**src/rtl/mul_div_unit.sv**
```systemverilog
// ----------------------------------------------------------------------------
// mul_div_unit
//
// Iterative RV32M multiply/divide unit that sits beside the single-cycle ALU
// in the execute stage. An operation is accepted with a valid/ready handshake.
// The unit then spends 32 radix-2 steps in CALC and one more edge applying
// sign correction. The result is held in DONE until the consumer takes it.
// Divide-by-zero and signed overflow skip CALC and finish one edge after
// accept.
//
// Ports:
//   clk        system clock, all state changes on the rising edge
//   rst_n      asynchronous active-low reset
//   flush      synchronous abort of any in-flight or pending operation
//   in_valid   operands and md_op are valid
//   in_ready   unit is idle and can accept an operation
//   md_op      RV32M funct3 (MUL, MULH, MULHSU, MULHU, DIV, DIVU, REM, REMU)
//   A, B       rs1 / rs2 operands, two's complement
//   out_valid  result is valid (held until out_ready)
//   out_ready  consumer accepts the result
//   out        result
//   busy       operation in flight or result pending
// ----------------------------------------------------------------------------
module mul_div_unit #(
   parameter int XLEN  = 32,
   parameter int CNT_W = 6
) (
   input  logic            clk,
   input  logic            rst_n,
   input  logic            flush,
   input  logic            in_valid,
   output logic            in_ready,
   input  logic [2:0]      md_op,
   input  logic [XLEN-1:0] A,
   input  logic [XLEN-1:0] B,
   output logic            out_valid,
   input  logic            out_ready,
   output logic [XLEN-1:0] out,
   output logic            busy
);

   localparam logic [2:0] OP_MUL    = 3'b000;
   localparam logic [2:0] OP_MULH   = 3'b001;
   localparam logic [2:0] OP_MULHSU = 3'b010;
   localparam logic [2:0] OP_MULHU  = 3'b011;
   localparam logic [2:0] OP_DIV    = 3'b100;
   localparam logic [2:0] OP_DIVU   = 3'b101;
   localparam logic [2:0] OP_REM    = 3'b110;

   localparam logic [XLEN-1:0]  MIN_NEG  = {1'b1, {(XLEN-1){1'b0}}};
   localparam logic [CNT_W-1:0] LAST_CNT = CNT_W'(XLEN);

   typedef enum logic [1:0] {
      IDLE,
      CALC,
      DONE
   } state_t;

   state_t                r_state;
   logic [2:0]            r_op;
   logic                  r_sA;
   logic                  r_sB;
   logic [XLEN-1:0]       r_opA;
   logic [XLEN-1:0]       r_opB;
   logic [2*XLEN-1:0]     r_prod;
   logic [CNT_W-1:0]      r_cnt;
   logic [XLEN-1:0]       r_out;

   logic                  w_aSigned;
   logic                  w_bSigned;
   logic                  w_sA;
   logic                  w_sB;
   logic [XLEN-1:0]       w_magA;
   logic [XLEN-1:0]       w_magB;
   logic                  w_divZero;
   logic                  w_divOvf;
   logic                  w_special;
   logic [XLEN-1:0]       w_specRes;

   logic [XLEN:0]         w_mulSum;
   logic [XLEN:0]         w_divHi;
   logic [XLEN-1:0]       w_divDiff;
   logic                  w_divGe;
   logic [2*XLEN-1:0]     w_stepNext;

   logic [2*XLEN-1:0]     w_prodFix;
   logic [XLEN-1:0]       w_quot;
   logic [XLEN-1:0]       w_rem;
   logic [XLEN-1:0]       w_final;

   // Handshake and status flags come straight from the state register, so
   // they are glitch-free and change only on a clock edge or reset.
   assign in_ready  = (r_state == IDLE);
   assign out_valid = (r_state == DONE);
   assign busy      = (r_state != IDLE);
   assign out       = r_out;

   // Operand decode at the accept edge. Only signed operands are converted
   // to magnitudes; the sign of an unsigned operand is forced to zero so the
   // later sign-correction logic is the same for every op. Negating 0x8000_0000
   // wraps back to 0x8000_0000, which is the correct unsigned magnitude.
   always_comb begin
      w_aSigned = (md_op == OP_MULH) || (md_op == OP_MULHSU) ||
                  (md_op == OP_DIV)  || (md_op == OP_REM);
      w_bSigned = (md_op == OP_MULH) || (md_op == OP_DIV) || (md_op == OP_REM);
      w_sA      = w_aSigned & A[XLEN-1];
      w_sB      = w_bSigned & B[XLEN-1];
      w_magA    = w_sA ? (~A + 1'b1) : A;
      w_magB    = w_sB ? (~B + 1'b1) : B;

      // Division corner cases finish without iterating. md_op[1] separates
      // the remainder ops from the quotient ops.
      w_divZero = md_op[2] && (B == '0);
      w_divOvf  = ((md_op == OP_DIV) || (md_op == OP_REM)) &&
                  (A == MIN_NEG) && (B == '1);
      w_special = w_divZero | w_divOvf;
      if (w_divZero) begin
         w_specRes = md_op[1] ? A : '1;
      end else begin
         w_specRes = md_op[1] ? '0 : MIN_NEG;
      end
   end

   // One radix-2 step. r_prod is shared by both operations.
   //  - Multiply: the upper half accumulates and the lower half holds the
   //    remaining multiplier bits. Each step conditionally adds the
   //    multiplicand to the upper half and shifts the whole register right.
   //  - Divide: {remainder, dividend/quotient} shifts left. The quotient bit
   //    enters at the bottom when the shifted remainder covers the divisor.
   //    The remainder is always below the divisor, so a 32-bit subtraction
   //    result is enough.
   always_comb begin
      w_mulSum  = {1'b0, r_prod[2*XLEN-1:XLEN]} +
                  (r_prod[0] ? {1'b0, r_opA} : {(XLEN+1){1'b0}});
      w_divHi   = r_prod[2*XLEN-1:XLEN-1];
      w_divGe   = (w_divHi >= {1'b0, r_opB});
      w_divDiff = w_divHi[XLEN-1:0] - r_opB;
      if (r_op[2]) begin
         if (w_divGe) begin
            w_stepNext = {w_divDiff, r_prod[XLEN-2:0], 1'b1};
         end else begin
            w_stepNext = {w_divHi[XLEN-1:0], r_prod[XLEN-2:0], 1'b0};
         end
      end else begin
         w_stepNext = {w_mulSum, r_prod[XLEN-1:1]};
      end
   end

   // Sign correction and result selection once the iterations are complete.
   // Unsigned operands carry a zero sign, so MUL/MULHU/DIVU/REMU never
   // negate. MULHSU negates on sA alone because sB is zero for it.
   always_comb begin
      w_prodFix = (r_sA ^ r_sB) ? (~r_prod + 1'b1) : r_prod;
      w_quot    = (r_sA ^ r_sB) ? (~r_prod[XLEN-1:0] + 1'b1) : r_prod[XLEN-1:0];
      w_rem     = r_sA ? (~r_prod[2*XLEN-1:XLEN] + 1'b1) : r_prod[2*XLEN-1:XLEN];
      case (r_op)
         OP_MUL:                      w_final = w_prodFix[XLEN-1:0];
         OP_MULH, OP_MULHSU, OP_MULHU: w_final = w_prodFix[2*XLEN-1:XLEN];
         OP_DIV, OP_DIVU:             w_final = w_quot;
         default:                     w_final = w_rem;
      endcase
   end

   // Control FSM and datapath registers. flush wins over everything else
   // and drops any pending result. CALC runs 32 step edges while the counter
   // goes from 0 to 32. The next edge loads the corrected result and enters
   // DONE.
   always_ff @(posedge clk or negedge rst_n) begin
      if (!rst_n) begin
         r_state <= IDLE;
         r_op    <= '0;
         r_sA    <= 1'b0;
         r_sB    <= 1'b0;
         r_opA   <= '0;
         r_opB   <= '0;
         r_prod  <= '0;
         r_cnt   <= '0;
         r_out   <= '0;
      end else if (flush) begin
         r_state <= IDLE;
      end else begin
         case (r_state)
            IDLE: begin
               if (in_valid) begin
                  r_op   <= md_op;
                  r_sA   <= w_sA;
                  r_sB   <= w_sB;
                  r_opA  <= w_magA;
                  r_opB  <= w_magB;
                  r_prod <= md_op[2] ? {{XLEN{1'b0}}, w_magA} : {{XLEN{1'b0}}, w_magB};
                  r_cnt  <= '0;
                  if (w_special) begin
                     r_out   <= w_specRes;
                     r_state <= DONE;
                  end else begin
                     r_state <= CALC;
                  end
               end
            end
            CALC: begin
               if (r_cnt == LAST_CNT) begin
                  r_out   <= w_final;
                  r_state <= DONE;
               end else begin
                  r_prod <= w_stepNext;
                  r_cnt  <= r_cnt + 1'b1;
               end
            end
            DONE: begin
               if (out_ready) begin
                  r_state <= IDLE;
               end
            end
            default: begin
               r_state <= IDLE;
            end
         endcase
      end
   end

endmodule
```
**config.mk**
```make
export PLATFORM = sky130hd
export DESIGN_NAME = mul_div_unit
export DESIGN_NICKNAME = d
export VERILOG_FILES = /design/src/rtl/mul_div_unit.sv
export SDC_FILE = /design/constraint.sdc
export NUM_CORES = 1
export LEC_CHECK = 0
export CAP_MARGIN = 10
export CORE_UTILIZATION = 62
export CTS_CLUSTER_DIAMETER = 200
export DETAILED_ROUTE_END_ITERATION = 10
export GPL_TIMING_DRIVEN = 0
export PLACE_DENSITY = 0.83
export SLEW_MARGIN = 30
export SYNTH_ARGS = -nofsm -noshare
export SYNTH_HDL_FRONTEND = slang
export SYNTH_SLANG_ARGS = --single-unit
```
**constraint.sdc**
```tcl
create_clock -name clk -period 5.5 [get_ports clk]
set_clock_uncertainty 0.1 [all_clocks]
set_input_delay 1.1 -clock clk [delete_from_list [all_inputs] [get_ports clk]]
set_output_delay 1.1 -clock clk [all_outputs]
set_load 0.005 [all_outputs]
```
Yosys cells after proc, flatten, opt, wreduce, memory -nomap -nowiden
Index checks and enable logic that the tools add are counted.

Logic and storage cells: 98. Register bits after elaboration: 173. Output and inout bits: 35. Input port bits: 72.

Eq/ne operators: 21. Reductions and logical operators: 20. Bitwise gates (word level): 10. $lt $le $gt $ge: 1. Add/sub/neg operators: 8. Muxes and demuxes: 29.

Operators by type and width (number): 2-to-1 mux 32 bit (12); 2-to-1 mux 64 bit (5); adder 32 x 1 -> 32 bit, second input constant (4); NOT 32 bit (4); case mux 64 bit (2 select lines) (1); case mux 32 bit (3 select lines) (1); adder 64 x 1 -> 64 bit, second input constant (1); equality test 32 bit, second input constant (2); NOT 64 bit (1); case mux 32 bit (2 select lines) (1); adder 32 x 32 -> 33 bit (1); greater-or-equal comparator 33 x 32 -> 1 bit (1); zero test 32 bit (1); subtractor 32 bit (1); equality test 3 bit, second input constant (4); 2-to-1 mux 6 bit (2); case mux 6 bit (2 select lines) (1); 2-to-1 mux 2 bit (5); equality test 3 x 2 -> 1 bit, second input constant (3); adder 6 x 1 -> 6 bit, second input constant (1); equality test 3 x 1 -> 1 bit, second input constant (2); equality test 6 bit, second input constant (1); logical OR 1 bit (6); != test 2 bit, second input constant (3); 19 further kinds (25).

Depth between registers and ports, before layout
Word-level depth: 9. Gate-level depth with buffers: 16. Depth with buffers taken out: 14.

Worst setup path before layout
Ideal clock, no wire load.

Path kind: reg-to-reg. From: reg r_prod[0]. To: reg r_prod[63]. Arrival time: 3415 ps. Library setup time: 110 ps. Cell stages (with the launch flop): 17. Data required time: 5290 ps. Clock period less this slack: 3625 ps. Setup slack: 1875 ps. Path buffers: 2. Cells stage by stage: dfrtp_1 clkbuf_1 clkbuf_1 and2_1 ha_1 inv_1 fa_1 nand2b_1 a21oi_1 a31oi_1 o21a_1 o21ai_0 a31o_2 a22oi_1 a21oi_1 nor4_1 o41ai_1.

Word-level cells in the longest chain between the ends: 5.

RTL lines: start: declaration (line 65) `logic [2*XLEN-1:0] r_prod;`; start signal: assignment (line 190) `r_prod <= md_op[2] ? {{XLEN{1'b0}}, w_magA} : {{XLEN{1'b0}}, w_magB};`; start signal: assignment (line 205) `r_prod <= w_stepNext;`; 2-to-1 mux 32 bit (line 134) `(r_prod[0] ? {1'b0, r_opA} : {(XLEN+1){1'b0}});`; adder 32 x 32 -> 33 bit (line 133) `w_mulSum = {1'b0, r_prod[2*XLEN-1:XLEN]} +`; 2-to-1 mux 64 bit (line 138) `if (r_op[2]) begin`; 2-to-1 mux 64 bit (line 201) `if (r_cnt == LAST_CNT) begin`; case mux 64 bit (2 select lines) (line 182) `case (r_state)`.

No other way between the ends. The select of a mux whose other input is x is not followed. A chain may end at the register's enable or synchronous reset.

Worst setup path after layout
Ends and elaborated chain as after synthesis.

==> results.json <==
{
  "slowest_delay_ns": 0.82,
  "syn_area_um2": 15600,
  "synth_cells": 2015,
  "synth_nets": 2160,
  "start_util": 0.637,
  "finalCriticalPeriod_ns": 5.49,
  "power.density_nw_per_um2": 440,
  "yosysWarningCount": 0,
  "finalSetupTns_ns": 0,
  "crit_family": "compound AO/OA/AOI/OAI gates",
  "synth_cell_types": 78,
  "clkSinkCount": 173,
  "drt-initial-drc-count": 2838,
  "p_int_mw": 3.79,
  "clk_pin_slew_ns": 0.09,
  "vias_per_cell": 7.06,
  "status": "finished, final reports clean",
  "ys_ff_latch": 173,
  "core_um2": 24500,
  "worstPathCellList": "clkbuf_1 > clkbuf_1 > and2_1 > ha_1 > inv_1 > fa_1 > nand2b_1 > a21oi_1 > a31oi_1 > o21a_1 > o21ai_0 > a31o_2 > a22oi_1 > a21oi_1 > nor4_1 > o41ai_1",
  "rows": 57,
  "r2r_cells": 16,
  "die_h_um": 161,
  "leakagePower_nw": 7.60,
  "place.gp.congestion": 1.13,
  "wl_per_cell_um": 26.9,
  "finalNetCount": 2286,
  "fmax_ghz": 0.182,
  "synth-edff-count": 0,
  "cts_made_buffers": 17,
  "final_common_cell": "nand2_1",
  "grt_use_met2": 0.750,
  "required_ns": 5.74,
  "fp.dieArea_um2": 25800,
  "total_power_mw": 7.80,
  "dp_hpwl_mm": 51.6,
  "start_kind": "register",
  "p_clk_frac": 0.165,
  "groute.usage.overall": 0.515,
  "worstSetupEndpointType": "register",
  "layout-drive-gt1-share": 0.0395,
  "layout_common_cells": "nand2_1, o21ai_0, dfrtp_1",
  "io_buffers": 104,
  "slew-limit-headroom": 0.308,
  "p_sw_mw": 4.01,
  "grt_max_degree": 61,
  "cts-htree-levels": 4,
  "drt-total-wl_mm": 66.7,
  "pin_count": 107,
  "power.switching_fraction": 0.514,
  "first_global_vias": 16400,
  "sequentialPowerShare": 0.239,
  "tightest_slew_ns": 1.03,
  "synth_flop_cell": "dfrtp_1",
  "use_met1": 0.643,
  "finalCritPeriodShare": 0.998,
  "ant_nets": 0,
  "hold_violations": 0,
  "vdd_drop_max_mv": 0.211,
  "cts_max_path_buffers": 2,
  "netlist.area_leader.share": 0.278,
  "syn_to_final_growth_pct": 13.7,
  "min_path_cells": 2,
  "dr.pass1.iters": 10,
  "cts_hold_buf": 0,
  "drc": 0,
  "crit_cells": 16,
  "final_max_slew_viol_count": 0,
  "path_buf_inv": 3,
  "critPathMaxFanout": 10,
  "ys_top_cells_by_area": "dfrtp_1, o21ai_0, xnor2_1",
  "cts_tree": "done",
  "yosysSeqAreaShare": 0.278,
  "vias": 17500,
  "grt_pass1_wl_mm": 98.4,
  "antenna_found_initial": 2,
  "pwr-share-comb": 0.596,
  "cp.arrival_ns": 5.73,
  "clk_latency_ns": 0.47,
  "crit_slowest_cell": "o21ai_0",
  "grt_overflow": 0,
  "setup_viol_count_final": 0,
  "grt_use_met3": 0.211,
  "worst-setup-path-type": "reg2reg",
  "rsz0062_at_grt": "false",
  "postCtsSetupBuffers": 0,
  "worstHoldPathType": "reg2reg",
  "die_w_um": 161,
  "async_flop_share": 1.00,
  "grt-busiest-layer": "met2",
  "syn_avg_cell_area_um2": 7.74,
  "cap_violations": 0,
  "ctsRootBufferMaster": "clkbuf_16",
  "yosys.area.top_type": "dfrtp_1"
}
[worst register-to-register path, cell delays in order, from the launching register on]
cell	delay (ns)
dfrtp_1	0.33
clkbuf_1	0.58
clkbuf_1	0.45
and2_1	0.20
ha_1	0.21
inv_1	0.07
fa_1	0.40
nand2b_1	0.20
a21oi_1	0.27
a31oi_1	0.21
o21a_1	0.23
o21ai_0	0.82
a31o_2	0.38
a22oi_1	0.14
a21oi_1	0.28
nor4_1	0.10
o41ai_1	0.39
[sequential cells by signal, indices dropped and copies added, names as in the netlist]
register	count
r_prod	64
out	32
r_opA	32
r_opB	32
r_cnt	6
r_op	3
r_state	2
r_sA	1
r_sB	1
[per-stage QoR]
step / worst slack (ns) / instance area (um2) / utilization / hold WS (ns) / std cells
final: 0.00843 / 17700 / 0.725 / 0.371 / 2479
after global routing: 0.0153 / 17700 / 0.725 / 0.396 / 2478
after global placement: -3.80 / 17000 / 0.696 / 0.351 / 2443
after floorplan: 1.87 / 15600 / - / 0.338 / 2015
after CTS: 0.135 / 17700 / 0.724 / 0.373 / 2478
after detailed placement: -0.305 / 17100 / 0.700 / 0.356 / 2446
[timing repair]
| action | in CTS | in global routing |
|---|---|---|
| resized for setup | 0 | 2 |
| hold endpoints to repair | 0 | 0 |
| setup endpoints to repair | 0 | 27 |
[power groups by stage]
stage               clock (mW)  combinational (mW)  sequential [mW]
finish                    1.28                4.65             1.87
global route              1.32                4.91             1.88
CTS                       1.27                4.40             1.83
detailed placement           0                4.36             1.86
global placement             0                4.27             1.85
floorplan                    0                3.12             1.72
[Yosys cell counts, types with 21 or more instances]
| master | count |
|---|---|
| o221ai_1 | 22 |
| nor2_1 | 145 |
| inv_1 | 74 |
| xor2_1 | 74 |
| ha_1 | 71 |
| nor3_1 | 46 |
| and2_1 | 44 |
| o21ai_0 | 238 |
| mux2i_1 | 78 |
| nor4_1 | 22 |
| o31ai_1 | 28 |
| nand2_1 | 259 |
| or3_1 | 21 |
| xnor2_1 | 114 |
| a21o_1 | 40 |
| a31oi_1 | 32 |
| nand3_1 | 24 |
| dfrtp_1 | 173 |
| clkbuf_1 | 109 |
| a21oi_1 | 144 |
[layout make-up]
cell class,instances,area (um2)
Multi-Input combinational cell,1638,10500
Fill cell,1953,6730
Sequential cell,173,4330
Timing Repair Buffer,107,1110
Buffer,128,513
Clock buffer,18,429
Tap cell,324,405
Inverter,76,285
Clock inverter,14,164
Antenna cell,1,2.50
[kinds of logic (layout without fill, tap and decap cells)]
group,Yosys count,in the layout,share of synthesized area
AOI/OAI and AO/OA,641,641,0.254
DFF,173,173,0.278
other,0,1,0
and+or+nand+nor,655,655,0.200
adders and majority gates,73,73,0.0596
muxes,81,81,0.0523
xor gates and xnor gates,188,188,0.106
buffers and inverters,204,343,0.0512
[path summary, 6_finish.rpt]
path / startpoint / end / slack (ns)
worst min-delay path: out[7] / out[7] / 0.37
min in group asynchronous: rst_n / r_prod[46] / 0.47
max in group asynchronous: rst_n / out[4] / 3.82
worst max register to register: r_prod[0] / r_prod[63] / 0.008
worst min register to register: out[7] / out[7] / 0.37
worst max-delay path: r_prod[0] / r_prod[63] / 0.008
[per-layer routing]
| metal | vias up | share of wire | routed length (um) |
|---|---|---|---|
| met1 | 8175 | 0.36 | 23800 |
| met4 | 4 | 0.069 | 4600 |
| li1 | 7509 | - | - |
| met3 | 339 | 0.16 | 10900 |
| met2 | 1464 | 0.41 | 27300 |
| met5 | - | 0.00047 | 31 |
Power figures use the tool's default switching activity.
